--- config.mk ---
export PLATFORM = sky130hd
export DESIGN_NAME = muldiv_unit_flat
export DESIGN_NICKNAME = d
export VERILOG_FILES = /design/src/rtl/cpu_pkg.sv /design/src/rtl/muldiv_unit_if.sv /design/src/rtl/muldiv_unit.sv /design/src/flat_wrapper.sv
export SDC_FILE = /design/constraint.sdc
export NUM_CORES = 1
export LEC_CHECK = 0
export CAP_MARGIN = 20
export CORE_MARGIN = 1.5
export CORE_UTILIZATION = 30
export DETAILED_ROUTE_END_ITERATION = 16
export PLACE_DENSITY = 0.57
export REMOVE_ABC_BUFFERS = 1
export SYNTH_ARGS = -nofsm -noshare
export SYNTH_HDL_FRONTEND = slang
export SYNTH_SLANG_ARGS = --single-unit
--- constraint.sdc ---
create_clock -name clk -period 6.19 [get_ports clk]
set_input_delay 1.5475 -clock clk [delete_from_list [all_inputs] [get_ports clk]]
set_output_delay 1.5475 -clock clk [all_outputs]
set_load 0.01 [all_outputs]
--- src/rtl/cpu_pkg.sv ---
// Shared CPU definitions used by the execute-stage multiply/divide unit.
// Contents:
//   WIDTH       - default datapath width
//   F7_MULDIV   - funct7 value that selects the RV32M group
//   md_op       - multiply/divide operation, encoded as funct3
//   md_state    - multiply/divide unit FSM state
package cpu_pkg;

   localparam int WIDTH = 32;

   localparam logic [6:0] F7_MULDIV = 7'b0000001;

   typedef enum logic [2:0] {
      MD_MUL    = 3'd0,
      MD_MULH   = 3'd1,
      MD_MULHSU = 3'd2,
      MD_MULHU  = 3'd3,
      MD_DIV    = 3'd4,
      MD_DIVU   = 3'd5,
      MD_REM    = 3'd6,
      MD_REMU   = 3'd7
   } md_op;

   typedef enum logic [1:0] {
      MD_IDLE = 2'd0,
      MD_CALC = 2'd1,
      MD_DONE = 2'd2
   } md_state;

endpackage

--- src/rtl/muldiv_unit_if.sv ---
// Request/response bundle between the core and the multiply/divide unit.
// Handshake rules: a transfer happens on a rising edge where valid and ready
// are both high; valid, once raised, is not withdrawn by the producer until
// the transfer, and the payload is held stable while valid is high and
// ready is low. flush is a sideband abort, not part of either handshake.
// Signals:
//   in_valid/in_ready/in_op/in_a/in_b - operation request
//   flush                             - abort the in-flight operation
//   out_valid/out_ready/out_data      - result response
// Modports: master = core side, slave = unit side.
interface muldiv_unit_if #(parameter int WIDTH = cpu_pkg::WIDTH);
   import cpu_pkg::*;

   logic             in_valid;
   logic             in_ready;
   md_op             in_op;
   logic [WIDTH-1:0] in_a;
   logic [WIDTH-1:0] in_b;
   logic             flush;
   logic             out_valid;
   logic             out_ready;
   logic [WIDTH-1:0] out_data;

   modport master (
      output in_valid, in_op, in_a, in_b, flush, out_ready,
      input  in_ready, out_valid, out_data
   );

   modport slave (
      input  in_valid, in_op, in_a, in_b, flush, out_ready,
      output in_ready, out_valid, out_data
   );

endinterface

--- src/rtl/muldiv_unit.sv ---
// Iterative radix-2 RV32M multiply/divide unit.
// An unsigned shift-add multiplier / restoring divider works on operand
// magnitudes, one bit per clock, and the sign is fixed up on the last step.
// Ports:
//   clk       - rising-edge clock
//   rst_n     - asynchronous active-low reset
//   bus       - muldiv_unit_if.slave (request, flush, response)
//   dbg_state - current FSM state, for observation only
// Parameters:
//   WIDTH - operand/result width, must be >= 4 and even
// Optional build macro MULDIV_EARLY_OUT_EN: divide by zero, signed overflow
// and multiply by zero finish after two edges instead of WIDTH. Results
// are the same either way.
module muldiv_unit
   import cpu_pkg::*;
#(
   parameter int WIDTH = cpu_pkg::WIDTH
) (
   input  logic             clk,
   input  logic             rst_n,
   muldiv_unit_if.slave     bus,
   output md_state          dbg_state
);

   localparam int CNT_W = $clog2(WIDTH + 1);
   localparam logic [WIDTH-1:0] MOST_NEG = {1'b1, {(WIDTH-1){1'b0}}};

   md_state            state, state_nxt;
   md_op               op_q;
   logic [CNT_W-1:0]   cnt;
   // Multiply: {partial product high, multiplier shifting out}.
   // Divide:   {partial remainder, dividend shifting out / quotient in}.
   logic [2*WIDTH-1:0] acc, acc_step;
   logic [WIDTH-1:0]   opnd;     // multiplicand or divisor magnitude
   logic [WIDTH-1:0]   a_raw;    // original rs1, needed by special results
   logic               neg_q;    // product / quotient sign
   logic               neg_r;    // remainder sign (follows dividend)
   logic               div_zero, sovf, mul_zero;
   logic [WIDTH-1:0]   out_data_q, result_c;

   logic               a_signed, b_signed, a_neg, b_neg, in_is_div;
   logic [WIDTH-1:0]   a_mag, b_mag;
   logic               accept, last_step;

   // ---------------- request decode ----------------
   always_comb begin
      a_signed = 1'b0;
      b_signed = 1'b0;
      case (bus.in_op)
         MD_MULH, MD_DIV, MD_REM: begin
            a_signed = 1'b1;
            b_signed = 1'b1;
         end
         MD_MULHSU: a_signed = 1'b1;
         default: ;  // MUL low half is the same signed or unsigned
      endcase
      a_neg     = a_signed & bus.in_a[WIDTH-1];
      b_neg     = b_signed & bus.in_b[WIDTH-1];
      a_mag     = a_neg ? -bus.in_a : bus.in_a;
      b_mag     = b_neg ? -bus.in_b : bus.in_b;
      in_is_div = bus.in_op[2];
   end

   assign accept = (state == MD_IDLE) & bus.in_valid & ~bus.flush;

   // ---------------- one radix-2 step ----------------
   logic [WIDTH:0] sum, shifted, diff;
   always_comb begin
      sum      = {1'b0, acc[2*WIDTH-1:WIDTH]} + (acc[0] ? {1'b0, opnd} : '0);
      shifted  = {acc[2*WIDTH-1:WIDTH], acc[WIDTH-1]};
      diff     = shifted - {1'b0, opnd};
      acc_step = '0;
      if (op_q[2]) begin
         // No borrow means the trial subtraction fits: keep it, quotient bit 1.
         if (!diff[WIDTH]) acc_step = {diff[WIDTH-1:0], acc[WIDTH-2:0], 1'b1};
         else              acc_step = {shifted[WIDTH-1:0], acc[WIDTH-2:0], 1'b0};
      end else begin
         acc_step = {sum, acc[WIDTH-1:1]};
      end
   end

   // ---------------- sign fix and result select ----------------
   logic [2*WIDTH-1:0] prod_fix;
   logic [WIDTH-1:0]   quo, rem;
   always_comb begin
      prod_fix = neg_q ? -acc_step : acc_step;
      quo      = acc_step[WIDTH-1:0];
      rem      = acc_step[2*WIDTH-1:WIDTH];
      result_c = '0;
      case (op_q)
         MD_MULH, MD_MULHSU, MD_MULHU:
            result_c = mul_zero ? '0 : prod_fix[2*WIDTH-1:WIDTH];
         MD_DIV, MD_DIVU:
            result_c = div_zero ? '1 : sovf ? a_raw : (neg_q ? -quo : quo);
         MD_REM, MD_REMU:
            result_c = div_zero ? a_raw : sovf ? '0 : (neg_r ? -rem : rem);
         default:
            result_c = mul_zero ? '0 : prod_fix[WIDTH-1:0];
      endcase
   end

   // Special cases finish on the second CALC edge, giving a fixed latency
   // of two edges after accept; every other operation runs all WIDTH steps.
   always_comb begin
      last_step = (cnt == CNT_W'(WIDTH - 1));
`ifdef MULDIV_EARLY_OUT_EN
      if ((div_zero | sovf | mul_zero) && cnt == CNT_W'(1)) last_step = 1'b1;
`else
      last_step = last_step | 1'b0;
`endif
   end

   // ---------------- FSM: state register ----------------
   always_ff @(posedge clk or negedge rst_n) begin
      if (!rst_n) state <= MD_IDLE;
      else        state <= state_nxt;
   end

   // ---------------- FSM: next state ----------------
   always_comb begin
      state_nxt = state;
      case (state)
         MD_IDLE: if (accept) state_nxt = MD_CALC;
         MD_CALC: begin
            if (bus.flush)     state_nxt = MD_IDLE;
            else if (last_step) state_nxt = MD_DONE;
         end
         MD_DONE: if (bus.flush || bus.out_ready) state_nxt = MD_IDLE;
         default: state_nxt = MD_IDLE;
      endcase
   end

   // ---------------- FSM: outputs ----------------
   always_comb begin
      bus.in_ready  = (state == MD_IDLE);
      bus.out_valid = (state == MD_DONE);
      bus.out_data  = out_data_q;
      dbg_state     = state;
   end

   // ---------------- datapath registers ----------------
   always_ff @(posedge clk or negedge rst_n) begin
      if (!rst_n) begin
         op_q       <= MD_MUL;
         cnt        <= '0;
         acc        <= '0;
         opnd       <= '0;
         a_raw      <= '0;
         neg_q      <= 1'b0;
         neg_r      <= 1'b0;
         div_zero   <= 1'b0;
         sovf       <= 1'b0;
         mul_zero   <= 1'b0;
         out_data_q <= '0;
      end else if (accept) begin
         op_q     <= bus.in_op;
         cnt      <= '0;
         a_raw    <= bus.in_a;
         neg_q    <= a_neg ^ b_neg;
         neg_r    <= a_neg;
         div_zero <= in_is_div & (bus.in_b == '0);
         sovf     <= (bus.in_op == MD_DIV || bus.in_op == MD_REM) &&
                     (bus.in_a == MOST_NEG) && (bus.in_b == '1);
         mul_zero <= ~in_is_div & ((bus.in_a == '0) | (bus.in_b == '0));
         if (in_is_div) begin
            acc  <= {{WIDTH{1'b0}}, a_mag};
            opnd <= b_mag;
         end else begin
            acc  <= {{WIDTH{1'b0}}, b_mag};
            opnd <= a_mag;
         end
      end else if (state == MD_CALC && !bus.flush) begin
         acc <= acc_step;
         cnt <= cnt + CNT_W'(1);
         if (last_step) out_data_q <= result_c;
      end
   end

endmodule

--- src/flat_wrapper.sv ---
// flat-port wrapper written by rule: the top's interface ports become plain ports
module muldiv_unit_flat import cpu_pkg::*;
#(
   parameter int WIDTH = cpu_pkg::WIDTH
)
  (clk, rst_n, dbg_state, bus_in_valid, bus_in_op, bus_in_a, bus_in_b, bus_flush, bus_out_ready, bus_in_ready, bus_out_valid, bus_out_data);
  muldiv_unit_if #(.WIDTH(WIDTH)) bus_i ();
  input  logic clk;
  input  logic rst_n;
  output md_state dbg_state;
  input wire logic [$bits(bus_i.in_valid)-1:0] bus_in_valid;
  input wire logic [$bits(bus_i.in_op)-1:0] bus_in_op;
  input wire logic [$bits(bus_i.in_a)-1:0] bus_in_a;
  input wire logic [$bits(bus_i.in_b)-1:0] bus_in_b;
  input wire logic [$bits(bus_i.flush)-1:0] bus_flush;
  input wire logic [$bits(bus_i.out_ready)-1:0] bus_out_ready;
  output wire logic [$bits(bus_i.in_ready)-1:0] bus_in_ready;
  output wire logic [$bits(bus_i.out_valid)-1:0] bus_out_valid;
  output wire logic [$bits(bus_i.out_data)-1:0] bus_out_data;
  assign bus_i.in_valid = bus_in_valid;
  assign bus_i.in_op = bus_in_op;
  assign bus_i.in_a = bus_in_a;
  assign bus_i.in_b = bus_in_b;
  assign bus_i.flush = bus_flush;
  assign bus_i.out_ready = bus_out_ready;
  assign bus_in_ready = bus_i.in_ready;
  assign bus_out_valid = bus_i.out_valid;
  assign bus_out_data = bus_i.out_data;
  muldiv_unit #(.WIDTH(WIDTH)) u_core (.clk(clk), .rst_n(rst_n), .bus(bus_i), .dbg_state(dbg_state));
endmodule
==> flow_summary.toml <==
[die]
die_w_um = 246
boundary_pin_count = 108
cell_rows = 88
placeableCoreArea_um2 = 57900
die_height_um = 246
initial_core_utilization = 0.305
die_area_um2 = 60400

[route]
detail_route.vias_per_cell = 5.89
detail_route.wirelength_um = 72500
wl_per_cell_um = 23.1
antenna_left = 0
via_count = 18520
detail_route.drc_violations = 0
first_pass_iteration_count_of_the_detailed_router = 5
drt_first_iter_violations = 1776

[setup_path]
worst_case_register_to_register_setup_slack_ps = 370
worstSetupEndpointType = "flip-flop"
crit_path_start_kind = "flip-flop"
timing.critical_path.arrival_ps = 6190
worstPathRequired_ps = 6550
critPathMaxFanout = 9
criticalPathCategory = "reg2reg"

[logic_synthesis]
post_synth_mux_area_share = 0.0309
synth-simple-area-share = 0.239
post_synth_inst_count = 2329
synth_compound_area_frac = 0.292
count_of_different_cell_masters_after_synthesis = 102
synth.avg_cell_area_um2 = 7.59
syn_area_um2 = 17700
seq_area_frac_synth = 0.249
synth_enable_flop_cells = 0
adder_cell_area_share_of_the_yosys_netlist = 0.0518
netlist_top_cells_count = "344 x sky130_fd_sc_hd__nand2_1, 199 x sky130_fd_sc_hd__nor2_1, 189 x sky130_fd_sc_hd__o21ai_0"
async_reset_ff_frac = 1.00
largest_family_of_logic_cells_by_synthesized_area = "compound AO/OA/AOI/OAI gates"
yosys.area.top_type_share = 0.249
ys_warn_count = 0
synth_xor_xnor_area_share = 0.0897
yosys-top-cells-area = "sky130_fd_sc_hd__dfrtp_1 25%, sky130_fd_sc_hd__nand2_1 7.3%, sky130_fd_sc_hd__xnor2_1 5.5%, sky130_fd_sc_hd__o21ai_0 5.4%, sky130_fd_sc_hd__a21oi_1 5.0%"
synthFlopType = "sky130_fd_sc_hd__dfrtp_1"
yosys.cell_count.top_type = "sky130_fd_sc_hd__nand2_1"
post-synth-top-area-cell = "sky130_fd_sc_hd__dfrtp_1"
synth.ff_latch_count = 176

[cts]
clock_sink_count = 176
clk_transition_reported_paths_ps = 70
cts_tree = "built"
clockRootBuffer = "sky130_fd_sc_hd__clkbuf_16"
cts_hold_buf = 0
clk_buf_depth = 2
numCtsBuffers = 17
clock_insertion_delay_worst_skew_ps = 480
h_tree_levels = 4

[pwr]
cellInternalPower_mw = 4.05
switchingPower_mw = 4.69
switching_share = 0.536
power.leakage_nw = 8.15
power.sequential.fraction = 0.200
worst_ir_drop_vdd_v = 0.000239
power.clock.fraction = 0.126
power_frac_comb = 0.674
power_density_nw_per_um2 = 433

[worst_hold_path]
type_of_the_worst_min_delay_path = "reg2reg"

[global_routing]
global_route_met1_utilization = 0.314
grt.met2_usage = 0.380
grt_start_max_net_pins = 113
grt_use_total = 0.236
overflow = 0
grt_first_pass_wirelength_um = 109000
via_count_of_the_first_global_routing_pass = 17576
globalRoute.busiestLayer = "met2"
antenna_found_initial = 2
grtUsageMet3 = 0.0303

[layout]
syn_to_final_growth_pct = 14.0
finish.net_count = 2510
layout-drive-gt1-share = 0.0710
antennaDiodeCount = 0
stdcell_area_um2 = 20200
fillers = 6215

[status]
run_status = "finished, final reports clean"

[placed_design]
detailed_place.area_um2 = 19600
place_hpwl_um = 55700
placement.io_buffers = 107
gpl.final_weighted_congestion = 0.920
placement.setup.worst_slack_ps = 278

[timing]
setup_slack_ps = 365
setup_repair_after_global_routing_missed_its_margin = "no"
final_hold_viol_count = 0
final_period_minus_worst_setup_slack_ps = 5820
pins_over_their_slew_limit = 0
timing.slew.headroom = 0.303
post-route-period-util = 0.941
timing.fmax_ghz = 0.172
worst_pin_slew_ps = 1050
clock_skew_ps = 12.3
final-setup-viol-count = 0

[job]
number_of_max_cap_violations = 0
worst paths after layout:
kind	to	depth (start not counted)	startpoint
setup / recovery	u_core.bus.out_data[22]	21	u_core.opnd[0]
hold / removal	u_core.a_raw[31]	2	u_core.a_raw[31]
setup reg to reg	u_core.bus.out_data[22]	21	u_core.opnd[0]
hold reg to reg	u_core.a_raw[31]	2	u_core.a_raw[31]
max in group asynchronous	u_core.acc[7]	2	rst_n
min in group asynchronous	u_core.opnd[19]	1	rst_n
cells by family after synthesis:
family,count (synthesis)
AOI/OAI and AO/OA,762
DFF,176
and+or+nand+nor,877
muxes,53
xor gates and xnor gates,181
buffers and inverters,208
adders and majority gates,72
sequential cells by signal, indices dropped and copies added, names as in the netlist:
name	cells
u_core.div_zero	1
u_core.neg_r	1
u_core.dbg_state	2
u_core.a_raw	32
u_core.sovf	1
u_core.opnd	32
u_core.bus.out_data	32
u_core.neg_q	1
u_core.cnt	6
u_core.op_q	3
u_core.acc	64
u_core.mul_zero	1
critical path, cell delays in order, from the launching register on:
cell	delay [ps]
sky130_fd_sc_hd__dfrtp_1	400
sky130_fd_sc_hd__ha_1	230
sky130_fd_sc_hd__fa_1	420
sky130_fd_sc_hd__nand2b_1	190
sky130_fd_sc_hd__a21oi_1	330
sky130_fd_sc_hd__o21ai_0	290
sky130_fd_sc_hd__a211oi_2	270
sky130_fd_sc_hd__buf_4	160
sky130_fd_sc_hd__o21a_1	150
sky130_fd_sc_hd__nor3_1	120
sky130_fd_sc_hd__a21oi_1	270
sky130_fd_sc_hd__ha_1	260
sky130_fd_sc_hd__nand2_1	90
sky130_fd_sc_hd__or3_4	380
sky130_fd_sc_hd__or2_4	260
sky130_fd_sc_hd__or3_4	350
sky130_fd_sc_hd__or2_1	400
sky130_fd_sc_hd__nand4b_4	320
sky130_fd_sc_hd__o31ai_1	360
sky130_fd_sc_hd__xnor2_1	170
sky130_fd_sc_hd__o22ai_1	110
sky130_fd_sc_hd__o22a_1	180
cell usage in the layout, fill, tap and decap left out, types with 21 or more instances in the layout:
master	n
sky130_fd_sc_hd__a211oi_1	36
sky130_fd_sc_hd__a21o_1	28
sky130_fd_sc_hd__a21oi_1	177
sky130_fd_sc_hd__a221oi_1	22
sky130_fd_sc_hd__a22o_1	22
sky130_fd_sc_hd__a31oi_1	24
sky130_fd_sc_hd__and2_1	45
sky130_fd_sc_hd__and3_1	21
sky130_fd_sc_hd__buf_4	51
sky130_fd_sc_hd__clkdlybuf4s50_1	105
sky130_fd_sc_hd__dfrtp_1	175
sky130_fd_sc_hd__ha_1	70
sky130_fd_sc_hd__inv_1	63
sky130_fd_sc_hd__mux2i_1	40
sky130_fd_sc_hd__nand2_1	344
sky130_fd_sc_hd__nand3_1	28
sky130_fd_sc_hd__nand4_1	32
sky130_fd_sc_hd__nor2_1	198
sky130_fd_sc_hd__nor3_1	49
sky130_fd_sc_hd__o211ai_1	47
sky130_fd_sc_hd__o21ai_0	189
sky130_fd_sc_hd__o221ai_1	42
sky130_fd_sc_hd__o31ai_1	31
sky130_fd_sc_hd__or3_1	27
sky130_fd_sc_hd__xnor2_1	110
sky130_fd_sc_hd__xor2_1	71
per-layer routing:
metal | vias up | wire length [um] | share of wire
met1 | 9012 | 32100 | 0.44
met5 | - | 0 | 0
met3 | 150 | 4310 | 0.059
met4 | 0 | 2940 | 0.041
li1 | 8629 | - | -
met2 | 729 | 33100 | 0.46
power groups by stage:
| stage | Combinational [mW] | Sequential, mW | Clock [mW] |
|---|---|---|---|
| after global routing | 6.34 | 1.78 | 1.16 |
| after detailed placement | 5.71 | 1.76 | 0 |
| after floorplan | 3.95 | 1.67 | 0 |
| after global placement | 5.73 | 1.75 | 0 |
| final | 5.88 | 1.75 | 1.10 |
| after CTS | 5.76 | 1.74 | 1.11 |
cell type report:
cell class,instances,area (um^2),share of cell area
tap,765,957,0.0475
multi-input combinational,1945,12500,0.618
clock buffer,19,433,0.0215
clock inverter,13,124,0.00615
sequential,176,4410,0.219
inverter,64,240,0.0119
timing repair buffer,162,1530,0.0761
metrics by stage:
step                hold slack [ps]  setup TNS [ps]  total power, mW  utilization  std cells
finish                          488               0             8.73        0.348       3144
global route                    521               0             9.28        0.348       3144
CTS                             484               0             8.61        0.348       3143
detailed placement              466               0             7.47        0.338       3111
global placement                466               0             7.48        0.338       3111
floorplan                       446         -601550             5.62            -       2185
what timing repair did:
action                                  in CTS  in global routing
hold endpoints to repair                     0                  0
buffers inserted                             0                  1
resized for setup                            0                  1
endpoints found under the setup margin       0                  6
Note: power is estimated with default switching activity, not from simulation.
